**src/rtl/usr_shift_sequencer.sv**
```systemverilog
// usr_shift_sequencer
// Command-driven controller for a 4-bit universal shift register.
// It accepts HOLD / SHR / SHL / LOAD commands over a valid/ready handshake.
// It drives the register's mode selects and fill/parallel inputs for N cycles.
// Bits shifted out of the register come back on bit_out, and every command ends with a done pulse.
//
// Handshake: a command transfers on any rising edge where cmd_valid and
// cmd_ready are both high. cmd_ready depends only on the FSM state (high in
// IDLE and FIN), never on cmd_valid. The cmd_* fields are sampled only at
// that transfer edge. A producer holding cmd_valid high while cmd_ready is
// low simply waits.
module usr_shift_sequencer #(
    parameter int WIDTH = 4,
    parameter int CNT_W = 3
) (
    input  logic             clk,
    input  logic             rst,
    input  logic             cmd_valid,
    output logic             cmd_ready,
    input  logic [1:0]       cmd_op,
    input  logic [WIDTH-1:0] cmd_data,
    input  logic [CNT_W-1:0] cmd_count,
    input  logic             cmd_fill,
    input  logic             MSB_Out,
    input  logic             LSB_Out,
    output logic             s1,
    output logic             s0,
    output logic [WIDTH-1:0] Data_In,
    output logic             MSB_In,
    output logic             LSB_In,
    output logic             bit_valid,
    output logic             bit_out,
    output logic             done,
    output logic             busy
);

    localparam logic [1:0] OP_HOLD = 2'd0;
    localparam logic [1:0] OP_SHR  = 2'd1;
    localparam logic [1:0] OP_SHL  = 2'd2;
    localparam logic [1:0] OP_LOAD = 2'd3;

    typedef enum logic [1:0] {
        ST_IDLE = 2'd0,
        ST_EXEC = 2'd1,
        ST_FIN  = 2'd2
    } state_t;

    state_t           r_state;
    logic [1:0]       r_op;
    logic [CNT_W-1:0] r_remaining;
    logic             r_s1;
    logic             r_s0;
    logic [WIDTH-1:0] r_data_in;
    logic             r_msb_in;
    logic             r_lsb_in;
    logic             r_bit_valid;
    logic             r_bit_out;
    logic             r_done;
    logic             r_busy;

    logic             w_ready;
    logic             w_accept;
    logic [CNT_W-1:0] w_eff_cnt;

    // Ready in IDLE and FIN so commands can run back-to-back; LOAD always lasts one cycle.
    always_comb begin
        w_ready   = (r_state != ST_EXEC);
        w_accept  = cmd_valid & w_ready;
        w_eff_cnt = (cmd_op == OP_LOAD) ? CNT_W'(1) : cmd_count;
    end

    // Control FSM with all register-facing and status outputs registered.
    always_ff @(posedge clk) begin
        if (rst) begin
            r_state     <= ST_IDLE;
            r_op        <= OP_HOLD;
            r_remaining <= '0;
            r_s1        <= 1'b0;
            r_s0        <= 1'b0;
            r_data_in   <= '0;
            r_msb_in    <= 1'b0;
            r_lsb_in    <= 1'b0;
            r_bit_valid <= 1'b0;
            r_bit_out   <= 1'b0;
            r_done      <= 1'b0;
            r_busy      <= 1'b0;
        end else begin
            r_done      <= 1'b0;
            r_bit_valid <= 1'b0;
            case (r_state)
                ST_IDLE, ST_FIN: begin
                    if (w_accept) begin
                        r_op <= cmd_op;
                        if (w_eff_cnt == '0) begin
                            // Zero-length command: finish without touching the register.
                            r_state <= ST_FIN;
                            r_done  <= 1'b1;
                        end else begin
                            r_state     <= ST_EXEC;
                            r_remaining <= w_eff_cnt;
                            r_busy      <= 1'b1;
                            r_s1        <= cmd_op[1];
                            r_s0        <= cmd_op[0];
                            r_data_in   <= (cmd_op == OP_LOAD) ? cmd_data : '0;
                            r_msb_in    <= (cmd_op == OP_SHR) ? cmd_fill : 1'b0;
                            r_lsb_in    <= (cmd_op == OP_SHL) ? cmd_fill : 1'b0;
                        end
                    end else begin
                        r_state <= ST_IDLE;
                    end
                end
                ST_EXEC: begin
                    // The register shifts on this same edge, so the end bit seen now is the one leaving.
                    if (r_op == OP_SHR) begin
                        r_bit_out   <= LSB_Out;
                        r_bit_valid <= 1'b1;
                    end else if (r_op == OP_SHL) begin
                        r_bit_out   <= MSB_Out;
                        r_bit_valid <= 1'b1;
                    end
                    r_remaining <= r_remaining - CNT_W'(1);
                    if (r_remaining == CNT_W'(1)) begin
                        r_state   <= ST_FIN;
                        r_done    <= 1'b1;
                        r_busy    <= 1'b0;
                        r_s1      <= 1'b0;
                        r_s0      <= 1'b0;
                        r_data_in <= '0;
                        r_msb_in  <= 1'b0;
                        r_lsb_in  <= 1'b0;
                    end
                end
                default: begin
                    r_state <= ST_IDLE;
                end
            endcase
        end
    end

    // Output wiring.
    always_comb begin
        cmd_ready = w_ready;
        s1        = r_s1;
        s0        = r_s0;
        Data_In   = r_data_in;
        MSB_In    = r_msb_in;
        LSB_In    = r_lsb_in;
        bit_valid = r_bit_valid;
        bit_out   = r_bit_out;
        done      = r_done;
        busy      = r_busy;
    end

endmodule

```
**config.mk**
```make
export PLATFORM = sky130hd
export DESIGN_NAME = usr_shift_sequencer
export DESIGN_NICKNAME = d
export VERILOG_FILES = /design/src/rtl/usr_shift_sequencer.sv
export SDC_FILE = /design/constraint.sdc
export NUM_CORES = 1
export LEC_CHECK = 0
export BUFFER_PORTS_ARGS = -buffer_cell sky130_fd_sc_hd__buf_2
export CELL_PAD_IN_SITES_DETAIL_PLACEMENT = 1
export CELL_PAD_IN_SITES_GLOBAL_PLACEMENT = 1
export CORE_MARGIN = 2
export CORE_UTILIZATION = 36
export CTS_CLUSTER_SIZE = 24
export DETAILED_ROUTE_END_ITERATION = 7
export GPL_ROUTABILITY_DRIVEN = 0
export PLACE_DENSITY_LB_ADDON = 0.1
export SYNTH_ARGS = -nofsm -noshare
export SYNTH_HDL_FRONTEND = slang
export SYNTH_SLANG_ARGS = --single-unit
```
**constraint.sdc**
```tcl
create_clock -name clk -period 1.8 [get_ports clk]
set_clock_uncertainty 0.1 [all_clocks]
set_input_delay 0.09 -clock clk [delete_from_list [all_inputs] [get_ports clk]]
set_output_delay 0.09 -clock clk [all_outputs]
set_load 0.02 [all_outputs]
```
* Yosys cells after proc, flatten, opt, wreduce, memory -nomap -nowiden
Cells that the tools add are included.
Word-level totals: input port bits 15, output and inout port bits 13, register bits 19, logic and storage cells 76
Cells by class: eq/ne operators 12, reductions and logical operators 10, mux-type cells 39, add/subtract/negate cells 1, bitwise gates (word level) 2
Operators by type and width (count):
- $mux W1 | 20
- $mux W4 | 4
- $pmux W1 S2 | 6
- $mux W3 | 3
- $eq A2 B2 Y1 const B | 4
- $pmux W4 S2 | 1
- $eq A2 B1 Y1 const B | 3
- $mux W2 | 3
- $ne A2 B2 Y1 const B | 3
- $pmux W3 S2 | 1
- $pmux W2 S2 | 1
- $reduce_and A2 Y1 | 2
- $reduce_and A4 Y1 | 1
- $reduce_bool A2 Y1 | 2
- $reduce_or A2 Y1 | 2
- $eq A3 B1 Y1 const B | 1
- $logic_not A3 Y1 | 1
- $reduce_and A3 Y1 | 1
- $sub A3 B1 Y3 const B | 1
- $logic_not A2 Y1 | 1
- $ne A2 B1 Y1 const B | 1
- $and A1 B1 Y1 | 1
- $not A1 Y1 | 1

* Depth between registers and ports, before layout
depth in word-level cells 6, mapped depth 6, mapped depth without buffers 6

* Worst setup path before layout
Ideal clock, no wire load.
path kind flip-flop to flip-flop, start point register r_state[0], end point register r_data_in[0] (netlist: Data_In[0]), path slack 0.322 ns, data arrival time 1.306 ns, setup time 0.072 ns, path buffers 1, period minus slack after synthesis 1.478 ns, required time 1.628 ns, cell stages (with the launch flop) 7, cells stage by stage dfxtp_1 nor2b_1 buf_2 clkinv_2 nor2_2 nor3_4 mux2i_1
Between the ends: longest elaborated chain between the ends 4, elaborated cells on any way between the ends 12, classes of those cells eq/ne: 6; mux: 1; bitwise: 1; reduce/logical: 4
RTL lines:
- from (decl) | RTL line 48 | state_t r_state;
- from (signal assigned) | RTL line 75 | r_state <= ST_IDLE;
- from (signal assigned) | RTL line 96 | r_state <= ST_FIN;
- from (signal assigned) | RTL line 99 | r_state <= ST_EXEC;
- $ne A2 B1 Y1 | RTL line 67 | w_ready = (r_state != ST_EXEC);
- named net cmd_ready | RTL line 19 | output logic cmd_ready,
- $and A1 B1 Y1 | RTL line 68 | w_accept = cmd_valid & w_ready;
- $ne A2 B2 Y1 (no source line)
- $reduce_and A4 Y1 (no source line)
- to (signal assigned) | RTL line 104 | r_data_in <= (cmd_op == OP_LOAD) ? cmd_data : '0;
- to (decl) | RTL line 53 | logic [WIDTH-1:0] r_data_in;
The timed path passes the listed nets, and every way through them passes these cells. A chain may end at the register's enable or synchronous reset.

* Worst setup path in the final report
start point register r_remaining[1], end point register r_data_in[0] (netlist: Data_In[0])
Between the ends: longest elaborated chain between the ends 3
RTL lines:
- from (decl) | RTL line 50 | logic [CNT_W-1:0] r_remaining;
- from (signal assigned) | RTL line 100 | r_remaining <= w_eff_cnt;
- from (signal assigned) | RTL line 121 | r_remaining <= r_remaining - CNT_W'(1);
- $eq A3 B1 Y1 | RTL line 122 | if (r_remaining == CNT_W'(1)) begin
- $ne A2 B2 Y1 (no source line)
- $reduce_and A4 Y1 (no source line)
No other way between the ends.

==> flow_results.xml <==
<?xml version="1.0" encoding="UTF-8"?>
<metrics>
  <group name="pwr">
    <metric name="static-leakage-power" unit="nW">0.497</metric>
    <metric name="report.power.total" unit="uW">899</metric>
    <metric name="ir_worst_vdd" unit="mV">0.415</metric>
    <metric name="power_density" unit="nW/um2">785</metric>
  </group>
  <group name="timing">
    <metric name="max-slew-margin-rel" unit="%">68.9</metric>
    <metric name="sum_neg_setup_slack" unit="ns">0</metric>
    <metric name="min_period" unit="ns">1.63</metric>
    <metric name="maxSlewViolCount" unit="">0</metric>
    <metric name="tightest_slew" unit="ns">0.464</metric>
    <metric name="final_hold_viol_count" unit="">0</metric>
    <metric name="fin_crit_sh" unit="%">90.3</metric>
    <metric name="final-setup-viol-count" unit="">0</metric>
    <metric name="clock.fmax" unit="MHz">615</metric>
    <metric name="final_critical_path_setup_slack" unit="ns">0.175</metric>
    <metric name="rsz_0062_raised_after_global_routing" unit="">no</metric>
  </group>
  <group name="clocking">
    <metric name="clkLatencyLatePin" unit="ns">0.30</metric>
    <metric name="cts_num_sinks" unit="">19</metric>
    <metric name="cts_setup_buffers" unit="">0</metric>
    <metric name="cts_tree" unit="">built</metric>
    <metric name="cts-buffers-inserted" unit="">3</metric>
    <metric name="cts_root_buf" unit="">clkbuf_4</metric>
    <metric name="clockBufferDepth" unit="">2</metric>
    <metric name="htreeDepth" unit="">1</metric>
    <metric name="clk_pin_slew_worst_paths" unit="ns">0.11</metric>
  </group>
  <group name="drt">
    <metric name="detailedRoute.firstIterationViolations" unit="">6</metric>
    <metric name="avgRoutedWirePerCell" unit="um">13.6</metric>
    <metric name="num_vias" unit="">793</metric>
    <metric name="via_to_cell_ratio" unit="">4.87</metric>
    <metric name="final_antenna_net_count" unit="">0</metric>
    <metric name="total_routed_wirelength" unit="um">2210</metric>
    <metric name="post-route-drc-count" unit="">0</metric>
    <metric name="drt_first_pass_iters" unit="">4</metric>
  </group>
  <group name="logic_synthesis">
    <metric name="yosys.cell_types.count" unit="">30</metric>
    <metric name="synth_edf_count" unit="">0</metric>
    <metric name="ys_warn_count" unit="">0</metric>
    <metric name="synth_cells" unit="">98</metric>
    <metric name="yosys_register_bits" unit="">19</metric>
    <metric name="synth-seq-area-share" unit="%">42.8</metric>
    <metric name="syn-cell-area" unit="um2">890</metric>
    <metric name="synth_async_sr_flop_share" unit="%">0</metric>
    <metric name="netlist.top_cell.by_area" unit="">dfxtp_1</metric>
    <metric name="ys_top_cells_by_area" unit="">dfxtp_1 (43%), mux2i_1 (7.9%), nand2b_1 (6.3%)</metric>
    <metric name="synth_top_area_share" unit="%">42.8</metric>
    <metric name="synth_flop_cell" unit="">dfxtp_1</metric>
    <metric name="postSynthAreaPerCell" unit="um2">9.08</metric>
    <metric name="net_count_of_the_mapped_netlist" unit="">116</metric>
  </group>
  <group name="critical_path">
    <metric name="cp-start-kind" unit="">flip-flop</metric>
    <metric name="data_required_time_at_the_worst_endpoint" unit="ns">1.93</metric>
    <metric name="startpoint" unit="">r_remaining[1]</metric>
    <metric name="crit_fanout" unit="">6</metric>
    <metric name="critical_path_endpoint_category" unit="">flip-flop</metric>
    <metric name="critical_path_class" unit="">reg -&gt; reg</metric>
    <metric name="cp_data_arrival_time" unit="ns">1.76</metric>
    <metric name="worst_flop_to_flop_path_startpoint" unit="">r_remaining[1]</metric>
  </group>
  <group name="grt">
    <metric name="grt_util_all_layers" unit="%">16.8</metric>
    <metric name="grt_pass1_wl" unit="um">3420</metric>
    <metric name="grt_remaining_overflow" unit="">0</metric>
    <metric name="grt_start_max_net_pins" unit="">24</metric>
    <metric name="grt_pass1_vias" unit="">780</metric>
    <metric name="antenna_found_initial" unit="">0</metric>
  </group>
  <group name="floorplan">
    <metric name="die_width" unit="um">53.7</metric>
    <metric name="initial_utilization" unit="%">36.9</metric>
    <metric name="ios" unit="">28</metric>
    <metric name="fp.coreArea" unit="um2">2410</metric>
    <metric name="die_height" unit="um">53.7</metric>
    <metric name="floorplan.rows" unit="">18</metric>
    <metric name="die_area" unit="um2">2880</metric>
  </group>
  <group name="placement">
    <metric name="placement.setup.worst_slack" unit="ns">0.172</metric>
    <metric name="detailed_place_hpwl" unit="um">1680</metric>
    <metric name="count_of_buffers_inserted_at_the_top_level_ports" unit="">27</metric>
    <metric name="dpl.cell_count" unit="">154</metric>
  </group>
  <group name="layout">
    <metric name="drive_gt1_share" unit="%">30.1</metric>
    <metric name="final-instance-count-excl-fill" unit="">163</metric>
    <metric name="most-common-layout-cells" unit="">buf_2 (27), dfxtp_1 (19), nand2_1 (11)</metric>
    <metric name="finalNetCount" unit="">152</metric>
    <metric name="area.growth.synth_to_final" unit="%">28.7</metric>
    <metric name="antenna_diode_count" unit="">0</metric>
    <metric name="most_frequent_standard_cell_in_the_layout_excluding_fill_and_tap_cells" unit="">buf_2</metric>
  </group>
  <group name="run_status">
    <metric name="run_status" unit="">complete, no violations</metric>
  </group>
  <group name="hold_path">
    <metric name="min-delay-start" unit="">MSB_Out</metric>
    <metric name="hold_class" unit="">in -&gt; reg</metric>
  </group>
  <group name="flow_run">
    <metric name="max_cap_viols" unit="">0</metric>
  </group>
</metrics>
-- what timing repair did --
item	CTS	global route
hold buffers	5	0
resized for setup	0	2
endpoints found under the hold margin	6	0
endpoints found under the setup margin	0	4
-- per-layer routing --
metal,track usage (%),share of wire (%)
met2,29.9,52
met1,19.1,43
met3,2.50,3.8
met4,8.97,0.68
met5,0,0
-- synthesized netlist by cell type, drive strengths merged, types with 2 or more instances --
| cell type | number |
|---|---|
| dfxtp | 19 |
| nand2 | 11 |
| nor3 | 5 |
| nor2 | 9 |
| inv | 3 |
| a31o | 2 |
| nor4b | 2 |
| mux2i | 7 |
| clkbuf | 2 |
| nand3b | 3 |
| nand2b | 9 |
| o21ai | 2 |
| buf | 2 |
| a21oi | 8 |
| ha | 3 |
-- cells by family (layout without fill, tap and decap cells) --
| group | after synthesis | in the layout | synth area share [%] |
|---|---|---|---|
| AND/OR/NAND/NOR | 44 | 44 | 27.7 |
| multiplexers | 7 | 7 | 7.88 |
| buffers and inverters | 8 | 43 | 4.50 |
| flip-flops | 19 | 19 | 42.8 |
| AO/OA/AOI/OAI | 17 | 17 | 12.9 |
| adder cells (fa/ha/maj) | 3 | 3 | 4.22 |
-- metrics by stage --
step,hold slack [ns],util [%],area [um2]
3_3_place_gp,0.240,44.0,1060
6_report,0.0309,47.5,1140
2_1_floorplan,0.126,-,890
5_1_grt,0.0498,47.5,1140
4_1_cts,0.0344,47.2,1140
3_5_place_dp,0.249,44.0,1060
-- final timing paths --
| path | to | slack, ns | cells past startpoint |
|---|---|---|---|
| max reg2reg | Data_In[0] | 0.17 | 6 |
| max | Data_In[0] | 0.17 | 6 |
| min reg2reg | r_op[0] | 0.38 | 2 |
| min | bit_out | 0.03 | 3 |
-- worst max-delay path: stages, from the launching register on --
cell	delay (ns)
dfxtp_1	0.32
inv_1	0.07
ha_1	0.19
nand2b_1	0.14
nor2_2	0.08
nor3_4	0.40
mux2i_1	0.24
-- report_power, final --
part | leakage [nW] | switching [mW] | internal (mW) | total [mW]
combinational | 0.327 | 0.123 | 0.0916 | 0.215
sequential | 0.155 | 0.0132 | 0.448 | 0.461
clock | 0.0150 | 0.137 | 0.0864 | 0.223
-- layout make-up --
cell class / count / area (um2)
clock buffers: 4 / 26.3
fillers: 300 / 1260
inverters: 4 / 16.3
well taps: 30 / 37.5
flip-flops and latches: 19 / 380
multi-input cells: 71 / 477
repair buffers: 35 / 208
-- registers in the layout, summed over array words and instances (netlist names) --
name	flops
bit_out	1
r_op	2
r_remaining	3
done	1
s1	1
r_state	2
s0	1
bit_valid	1
MSB_In	1
busy	1
Data_In	4
LSB_In	1
Note: power is estimated with default switching activity, not from simulation.
